==> config.mk <==
export PLATFORM = sky130hd
export DESIGN_NAME = keypad_debounce
export DESIGN_NICKNAME = d
export VERILOG_FILES = /design/src/rtl/keypad_pkg.sv /design/src/rtl/keypad_debounce_ch.sv /design/src/rtl/keypad_debounce.sv
export SDC_FILE = /design/constraint.sdc
export NUM_CORES = 1
export LEC_CHECK = 0
export CAP_MARGIN = 20
export CORE_UTILIZATION = 55
export DETAILED_ROUTE_END_ITERATION = 7
export DONT_BUFFER_PORTS = 1
export PLACE_DENSITY = 0.7
export SETUP_SLACK_MARGIN = 0.1
export SLEW_MARGIN = 30
export SYNTH_ARGS = -nofsm -noshare
export SYNTH_HDL_FRONTEND = slang
export SYNTH_HIERARCHICAL = 1
export SYNTH_SLANG_ARGS = --single-unit
export TNS_END_PERCENT = 100
==> constraint.sdc <==
create_clock -name clk -period 1.57 [get_ports clk]
set_input_delay 0.3925 -clock clk [delete_from_list [all_inputs] [get_ports clk]]
set_output_delay 0.3925 -clock clk [all_outputs]
set_load 0.02 [all_outputs]
==> src/rtl/keypad_pkg.sv <==
// keypad_pkg: shared types, default timing constants and width helpers for
// the keypad debouncer. Optional auto-repeat is enabled by KEYPAD_REPEAT_EN.
package keypad_pkg;

  // Per-channel debounce state machine encoding
  typedef enum logic [1:0] {
    IDLE         = 2'd0,
    PRESS_WAIT   = 2'd1,
    HELD         = 2'd2,
    RELEASE_WAIT = 2'd3
  } key_state_e;

  localparam int DEF_DEBOUNCE_CYCLES = 250000;
  localparam int DEF_REPEAT_DELAY    = 25000000;
  localparam int DEF_REPEAT_PERIOD   = 5000000;

  // Bits needed to hold values 0..max_val (at least one bit)
  function automatic int cnt_width(input int max_val);
    return (max_val < 1) ? 1 : $clog2(max_val + 1);
  endfunction

  function automatic int max_int(input int a, input int b);
    return (a > b) ? a : b;
  endfunction

  // Width of a key index for n keys (at least one bit)
  function automatic int code_width(input int n);
    return (n > 1) ? $clog2(n) : 1;
  endfunction

endpackage

==> src/rtl/keypad_debounce_ch.sv <==
// keypad_debounce_ch: one key channel -- 2-flop synchroniser, stability
// counter, debounce FSM and registered press/release pulses. With
// KEYPAD_REPEAT_EN defined a typematic repeat timer drives extra strobes.
//
// Handshake: none. Every output is a level (hold) or a single-cycle pulse
// (press, release_pulse, strobe) with no back-pressure; consumers must
// sample every cycle.
module keypad_debounce_ch
  import keypad_pkg::*;
#(
  parameter int DEBOUNCE_CYCLES = DEF_DEBOUNCE_CYCLES
`ifdef KEYPAD_REPEAT_EN
  ,
  parameter int REPEAT_DELAY    = DEF_REPEAT_DELAY,
  parameter int REPEAT_PERIOD   = DEF_REPEAT_PERIOD
`endif
) (
  input  logic       clk,
  input  logic       rst,
  input  logic       key_raw,
  output logic       hold,
  output logic       press,
  output logic       release_pulse,
  output logic       strobe,
  output key_state_e state
);

  localparam int CW = cnt_width(DEBOUNCE_CYCLES);
  localparam logic [CW-1:0] CNT_LAST = CW'(DEBOUNCE_CYCLES - 1);

  logic          sync_meta;
  logic          sync;
  logic [CW-1:0] cnt;

  // Bring the asynchronous pin into the clock domain
  always_ff @(posedge clk) begin
    if (rst) begin
      sync_meta <= 1'b0;
      sync      <= 1'b0;
    end else begin
      sync_meta <= key_raw;
      sync      <= sync_meta;
    end
  end

  // Debounce FSM; the counter tracks consecutive stable samples and is
  // cleared on every state entry, so it stops at CNT_LAST and never wraps
  always_ff @(posedge clk) begin
    if (rst) begin
      state         <= IDLE;
      cnt           <= '0;
      hold          <= 1'b0;
      press         <= 1'b0;
      release_pulse <= 1'b0;
    end else begin
      press         <= 1'b0;
      release_pulse <= 1'b0;
      case (state)
        IDLE: begin
          if (sync) begin
            state <= PRESS_WAIT;
            cnt   <= '0;
          end
        end
        PRESS_WAIT: begin
          if (!sync) begin
            state <= IDLE;
            cnt   <= '0;
          end else if (cnt == CNT_LAST) begin
            state <= HELD;
            cnt   <= '0;
            hold  <= 1'b1;
            press <= 1'b1;
          end else begin
            cnt <= cnt + 1'b1;
          end
        end
        HELD: begin
          if (!sync) begin
            state <= RELEASE_WAIT;
            cnt   <= '0;
          end
        end
        RELEASE_WAIT: begin
          if (sync) begin
            // Bounce back to held: no pulses, hold never dropped
            state <= HELD;
            cnt   <= '0;
          end else if (cnt == CNT_LAST) begin
            state         <= IDLE;
            cnt           <= '0;
            hold          <= 1'b0;
            release_pulse <= 1'b1;
          end else begin
            cnt <= cnt + 1'b1;
          end
        end
        default: begin
          state <= IDLE;
          cnt   <= '0;
          hold  <= 1'b0;
        end
      endcase
    end
  end

`ifdef KEYPAD_REPEAT_EN
  localparam int RW = cnt_width(max_int(REPEAT_DELAY, REPEAT_PERIOD));
  localparam logic [RW-1:0] DELAY_LAST  = RW'(REPEAT_DELAY - 1);
  localparam logic [RW-1:0] PERIOD_LAST = RW'(REPEAT_PERIOD - 1);

  logic [RW-1:0] rep_cnt;
  logic          rep_armed;
  logic          rep_pulse;

  // Typematic timer: restarts on a fresh press, runs only while the key
  // stays held, freezes during a release bounce, clears once idle
  always_ff @(posedge clk) begin
    if (rst) begin
      rep_cnt   <= '0;
      rep_armed <= 1'b0;
      rep_pulse <= 1'b0;
    end else begin
      rep_pulse <= 1'b0;
      if (state == PRESS_WAIT && sync && cnt == CNT_LAST) begin
        rep_cnt   <= '0;
        rep_armed <= 1'b0;
      end else if (state == HELD && sync) begin
        if (rep_cnt == (rep_armed ? PERIOD_LAST : DELAY_LAST)) begin
          rep_pulse <= 1'b1;
          rep_cnt   <= '0;
          rep_armed <= 1'b1;
        end else begin
          rep_cnt <= rep_cnt + 1'b1;
        end
      end else if (state == IDLE) begin
        rep_cnt   <= '0;
        rep_armed <= 1'b0;
      end
    end
  end

  assign strobe = press | rep_pulse;
`else
  assign strobe = press;
`endif

endmodule

==> src/rtl/keypad_debounce.sv <==
// keypad_debounce: N independent debounce channels plus a combined
// any-held flag and a lowest-index priority encoder over the held keys.
// Define KEYPAD_REPEAT_EN to compile in typematic auto-repeat on strobe.
// The release event port is named release_pulse because 'release' is a
// reserved word in SystemVerilog.
module keypad_debounce
  import keypad_pkg::*;
#(
  parameter int N_KEYS          = 4,
  parameter int DEBOUNCE_CYCLES = DEF_DEBOUNCE_CYCLES,
  parameter int REPEAT_DELAY    = DEF_REPEAT_DELAY,
  parameter int REPEAT_PERIOD   = DEF_REPEAT_PERIOD,
  localparam int KW             = code_width(N_KEYS)
) (
  input  logic                   clk,
  input  logic                   rst,
  input  logic [N_KEYS-1:0]      key_raw,
  output logic [N_KEYS-1:0]      hold,
  output logic [N_KEYS-1:0]      press,
  output logic [N_KEYS-1:0]      release_pulse,
  output logic [N_KEYS-1:0]      strobe,
  output logic                   any_hold,
  output logic [KW-1:0]          key_code,
  output logic [N_KEYS-1:0][1:0] dbg_state
);

  if (N_KEYS < 1 || N_KEYS > 32 || DEBOUNCE_CYCLES < 2 ||
      REPEAT_DELAY < 1 || REPEAT_PERIOD < 1) begin : g_bad_params
    $error("keypad_debounce: parameter out of range");
  end

  for (genvar i = 0; i < N_KEYS; i++) begin : g_ch
    key_state_e ch_state;

    keypad_debounce_ch #(
      .DEBOUNCE_CYCLES (DEBOUNCE_CYCLES)
`ifdef KEYPAD_REPEAT_EN
      ,
      .REPEAT_DELAY    (REPEAT_DELAY),
      .REPEAT_PERIOD   (REPEAT_PERIOD)
`endif
    ) u_ch (
      .clk           (clk),
      .rst           (rst),
      .key_raw       (key_raw[i]),
      .hold          (hold[i]),
      .press         (press[i]),
      .release_pulse (release_pulse[i]),
      .strobe        (strobe[i]),
      .state         (ch_state)
    );

    assign dbg_state[i] = ch_state;
  end

  assign any_hold = |hold;

  // Lowest-numbered held key wins; zero when nothing is held
  always_comb begin
    key_code = '0;
    for (int i = N_KEYS - 1; i >= 0; i--) begin
      if (hold[i]) key_code = KW'(i);
    end
  end

endmodule

; ---- Word level (Yosys, flattened, before mapping)
; Index checks and enable logic that the tools add are counted.
[totals]
reg_bits = 100
elab_cells = 201
[classes]
bitwise = 12
reduce_logical = 29
n_addsub = 4
eq_ne = 48
n_mux = 80
[op_table]
columns = op, n
row1 = $mux W18, 20
row2 = $pmux W18 S4, 4
row3 = $add A18 B1 Y18 const B, 4
row4 = $eq A18 B18 Y1 const B, 4
row5 = $mux W2, 28
row6 = $ne A2 B1 Y1 const B, 16
row7 = $pmux W2 S4, 4
row8 = $reduce_or A3 Y1, 8
row9 = $mux W1, 20
row10 = $reduce_and A5 Y1, 4
row11 = $eq A2 B2 Y1 const B, 8
row12 = $ne A2 B2 Y1 const B, 8
row13 = $reduce_and A4 Y1, 4
row14 = $ne A3 B1 Y1 const B, 4
row15 = $ne A3 B3 Y1 const B, 4
row16 = $not A1 Y1, 12
row17 = $eq A2 B1 Y1 const B, 4
row18 = $logic_not A2 Y1, 4
row19 = $pmux W1 S2, 4
row20 = $reduce_and A2 Y1, 4
row21 = $reduce_bool A2 Y1, 4
row22 = $reduce_or A4 Y1, 1

; ---- Longest topological paths before layout
[logic_depth]
word_depth = 4
ltp_mapped = 7

; ---- Modules after synthesis
; Netlist, hierarchy kept.
[modules_own_cells]
columns = module, seq_area_each_um2, cells_per_inst, area_each_um2, n_inst
row1 = keypad_debounce_ch at g_ch[1].u_ch ..., 500.5, 154, 1291.2, 3
row2 = keypad_debounce_ch at g_ch[0].u_ch, 500.5, 147, 1246.2, 1
row3 = keypad_debounce, 0.0, 7, 35.0, 1

; ---- Worst setup path after synthesis
; Ideal clock, no wire load.
[synth_path]
path_kind = reg2reg
from = reg with a tool-made name
to = reg g_ch[0].u_ch.cnt[6]
arrival_ps = 1653
setup_slack_ps = -154
setup_time_ps = 72
stages_incl_launch_ff = 7
n_path_buf = 1
cell_sequence = dfxtp_1 > xor2_2 > nand2_2 > a211o_1 > buf_6 > or2_1 > mux2i_1
[synth_lines]
columns = item, line
row1 = end signal: assignment, keypad_debounce_ch.sv:75  ; cnt <= cnt + 1'b1;
row2 = end signal: assignment, keypad_debounce_ch.sv:95  ; cnt <= cnt + 1'b1;
row3 = end: declaration, keypad_debounce_ch.sv:33  ; logic [CW-1:0] cnt;

; ---- Final worst setup path
[layout_path]
from = reg g_ch[3].u_ch.cnt[11]
to = reg g_ch[3].u_ch.cnt[14]
[layout_via]
elab_chain_len = 4
word_cells_on_any_way = 6
classes_between = add/sub: 1 / eq/ne: 1 / mux: 4
[layout_rtl]
columns = item, line
row1 = start: declaration, keypad_debounce_ch.sv:33
row2 = start signal: assignment, keypad_debounce_ch.sv:75
row3 = start signal: assignment, keypad_debounce_ch.sv:95
row4 = $add A18 B1 Y18 or $eq A18 B18 Y1 (tied branches), -
row5 = $mux W18 (*), "keypad_debounce_ch.sv:69, keypad_debounce_ch.sv:89"
row6 = "$mux W18, on equally long branches", "keypad_debounce_ch.sv:85, keypad_debounce_ch.sv:66"
row7 = $pmux W18 S4 (*), keypad_debounce_ch.sv:58  ; case (state)
; Every way passes the cells marked *; elsewhere a longest branch is shown, timed or not.
; A chain may end at the register's enable or synchronous reset.

==> results.cfg <==
[logic_synthesis]
yosys_warnings = 6
syn_nets = 626
synth_mux_area_share_pct = 1.94
synth.avg_cell_area_um2 = 8.37
async_reset_ff_share_pct = 0
synth-simple-area-share_pct = 35.0
synth_edf_count = 0
synth_adder_area_share_pct = 0.971
seq_area_frac_synth_pct = 38.8
synthCells = 616
dominantRegCellSynth = dfxtp_1
synthDistinctLibCells = 57
synth_top_family_by_area = simple AND/OR/NAND/NOR gates
syn_area_mm2 = 0.00515
synth_compound_area_share_pct = 15.1
ys_ff_latch = 100
synth_xor_xnor_area_share_pct = 3.71

[placed_design]
pre_cts_ws_ns = -0.201
io_buffers = 0
dp_hpwl_um = 9720
place_area_mm2 = 0.00643
gp_congestion = 0.870

[critical_path]
critPathMaxFanout = 4
path_cells = or4_4, nor4_4, buf_4, a211oi_1, o21ai_1, o21ai_1
endpoint_kind = flip-flop
critical_path.startpoint_type = flip-flop
cp.arrival_ns = 2.07
worst_path_most_repeated_cell = o21ai_1
cp_slowest_cell = or4_4
crit_type = reg -> reg
slowest_delay_ns = 0.54
cp.required_ns = 1.82

[layout]
syn_to_final_growth_pct = 52.7
diodes = 0
fin_area_mm2 = 0.00787
fin_nets = 794
drive_gt1_share_pct = 50.6

[sta]
relSlewSlack_pct = 64.7
tightest_slew_ns = 0.525
timing.final.crit_share_pct = 116
finalHoldViolations = 0
holdWs_ns = 0.0782
maxSlewViolCount = 0
final.setup.worst_slack_ns = -0.247
clock.fmax_mhz = 550
tns_ns = -8.95
rsz0062_at_grt = yes
fin_worst_skew_ns = 0.0124
fin_crit_ns = 1.82
setup_viol = 70

[run_status]
violations = setup timing
outcome = finished with violations

[global_route]
grt.overflow.total = 0
use_met3_pct = 8.16
grt_busiest_layer = met2
grt_pass1_vias = 5257
grtUsageMet2_pct = 53.6
grt_pass1_wl_um = 24700
antenna_found_initial = 0
grt_usage_pct = 31.4
grt_max_degree = 55
use_met1_pct = 38.2

[power]
power-per-cell-area_mw_per_mm2 = 574
p_leak_nw = 3.09
ir_drop_v = 0.000599
power_mw = 4.52

[route]
dr.pass1.iters = 5
vias_per_cell = 6.26
drc = 0
ant_nets = 0
avgRoutedWirePerCell_um = 19.3
first_iter_violations = 224
wirelength_um = 17300
via_count = 5616

[cts]
numCtsBuffers = 9
ctsHoldBuffers = 0
clock_sinks = 100
clkTransAtPathRegs_ns = 0.10
clock-root-buffer = clkbuf_8
worstSkewPairLatency_ns = 0.36
htreeDepth = 3
clock_path_buffers = 2
cts_tree = done

[floorplanning]
core_area_mm2 = 0.00889
rows = 34
die_w_um = 98.8
die_h_um = 98.8
initial_utilization_pct = 58.0
ioPinCount = 33
die_area_mm2 = 0.00976

[job]
cap_violations = 0

[worst_hold_path]
hp-class = in -> reg
## cells in the mapped netlist (all sizes together), types with 9 or more instances
| cell type | number | share of area [%] |
|---|---|---|
| nand2 | 76 | 5.9 |
| nand3 | 43 | 4.8 |
| mux2i | 10 | 1.9 |
| nor2b | 15 | 1.8 |
| a21oi | 30 | 3.2 |
| inv | 15 | 1.1 |
| nor4 | 21 | 4.3 |
| or4 | 9 | 1.3 |
| nand4 | 16 | 2.3 |
| clkbuf | 22 | 1.8 |
| nor3 | 27 | 2.9 |
| o21ai | 54 | 5.2 |
| xor2 | 14 | 2.5 |
| nor2 | 44 | 3.2 |
| and3 | 9 | 1.1 |
| dfxtp | 100 | 39 |
| or3 | 10 | 1.2 |
## final timing paths
path / startpoint / end / slack [ns] / depth (start not counted)
worst min register to register: g_ch[3].u_ch/sync_meta / g_ch[3].u_ch/sync / 0.44 / 1
worst max-delay path: g_ch[3].u_ch/cnt[11] / g_ch[3].u_ch/cnt[14] / -0.25 / 6
worst max register to register: g_ch[3].u_ch/cnt[11] / g_ch[3].u_ch/cnt[14] / -0.25 / 6
worst min-delay path: rst / flip-flop / 0.08 / 1
## where the power goes
| group | total, mW | internal, mW | switching, mW |
|---|---|---|---|
| combinational | 0.288 | 0.119 | 0.169 |
| sequential | 2.55 | 2.53 | 0.0270 |
| clock | 1.68 | 0.753 | 0.924 |
| total | 4.52 | 3.40 | 1.12 |
## flip-flops by register name, summed over array words and instances, names as in the netlist, named ones only
name                     flops
g_ch.u_ch/cnt               72
g_ch.u_ch/hold               4
g_ch.u_ch/sync_meta          4
g_ch.u_ch/sync               4
g_ch.u_ch/release_pulse      4
g_ch.u_ch/state              4
g_ch.u_ch/press              4
## what timing repair did
| action | in CTS | in global routing |
|---|---|---|
| endpoints found under the setup margin | 89 | 94 |
| cloned | 0 | 1 |
| buffers inserted | 28 | 23 |
| gates resized for setup | 99 | 109 |
| pin swaps | 62 | 65 |
## layer usage
metal / wire length (um) / share of wire (%) / vias to the layer above
li1: - / - / 2575
met1: 6860 / 40 / 2727
met2: 8630 / 50 / 248
met3: 1300 / 7.5 / 66
met4: 523 / 3.0 / 0
met5: 0 / 0 / -
## placed cells by master, fill, tap and decap left out, drive strengths merged, types with 7 or more instances in the layout
master,instances
a21oi,30
a22o,7
and3,9
buf,186
clkbuf,11
dfxtp,100
inv,17
mux2i,10
nand2,76
nand2b,7
nand3,43
nand4,16
nor2,44
nor2b,15
nor3,27
nor3b,8
nor4,21
o21ai,54
or3,10
or4,9
xnor2,7
xor2,14
## critical path: cells and delay by family (launching register included)
family          cells  cell delay, ns
simple gates        2            0.81
flops               1            0.37
compound gates      3            0.33
buf+inv             1            0.19
## layout make-up
cell class | count | area, um2
inverter | 15 | 56.3
timing repair buffer | 187 | 1570
clock buffer | 10 | 128
sequential | 100 | 2120
multi-input combinational | 471 | 3790
clock inverter | 6 | 71.3
tap | 108 | 135
fill | 417 | 1020
## per-stage QoR
| step | util (%) | cells |
|---|---|---|
| floorplan | - | 616 |
| global placement | 72.3 | 830 |
| detailed placement | 72.3 | 830 |
| CTS | 81.3 | 874 |
| global route | 88.6 | 897 |
| finish | 88.6 | 897 |
## cells by family (layout without fill, tap and decap cells)
kind of cell | Yosys count | count (layout)
AND/OR/NAND/NOR | 310 | 310
flip-flops | 100 | 100
AO/OA/AOI/OAI | 126 | 126
adder cells (fa/ha/maj) | 4 | 4
multiplexers | 10 | 10
XOR/XNOR | 21 | 21
buffers and inverters | 45 | 218
No activity file was read; power rests on OpenSTA's default activity.
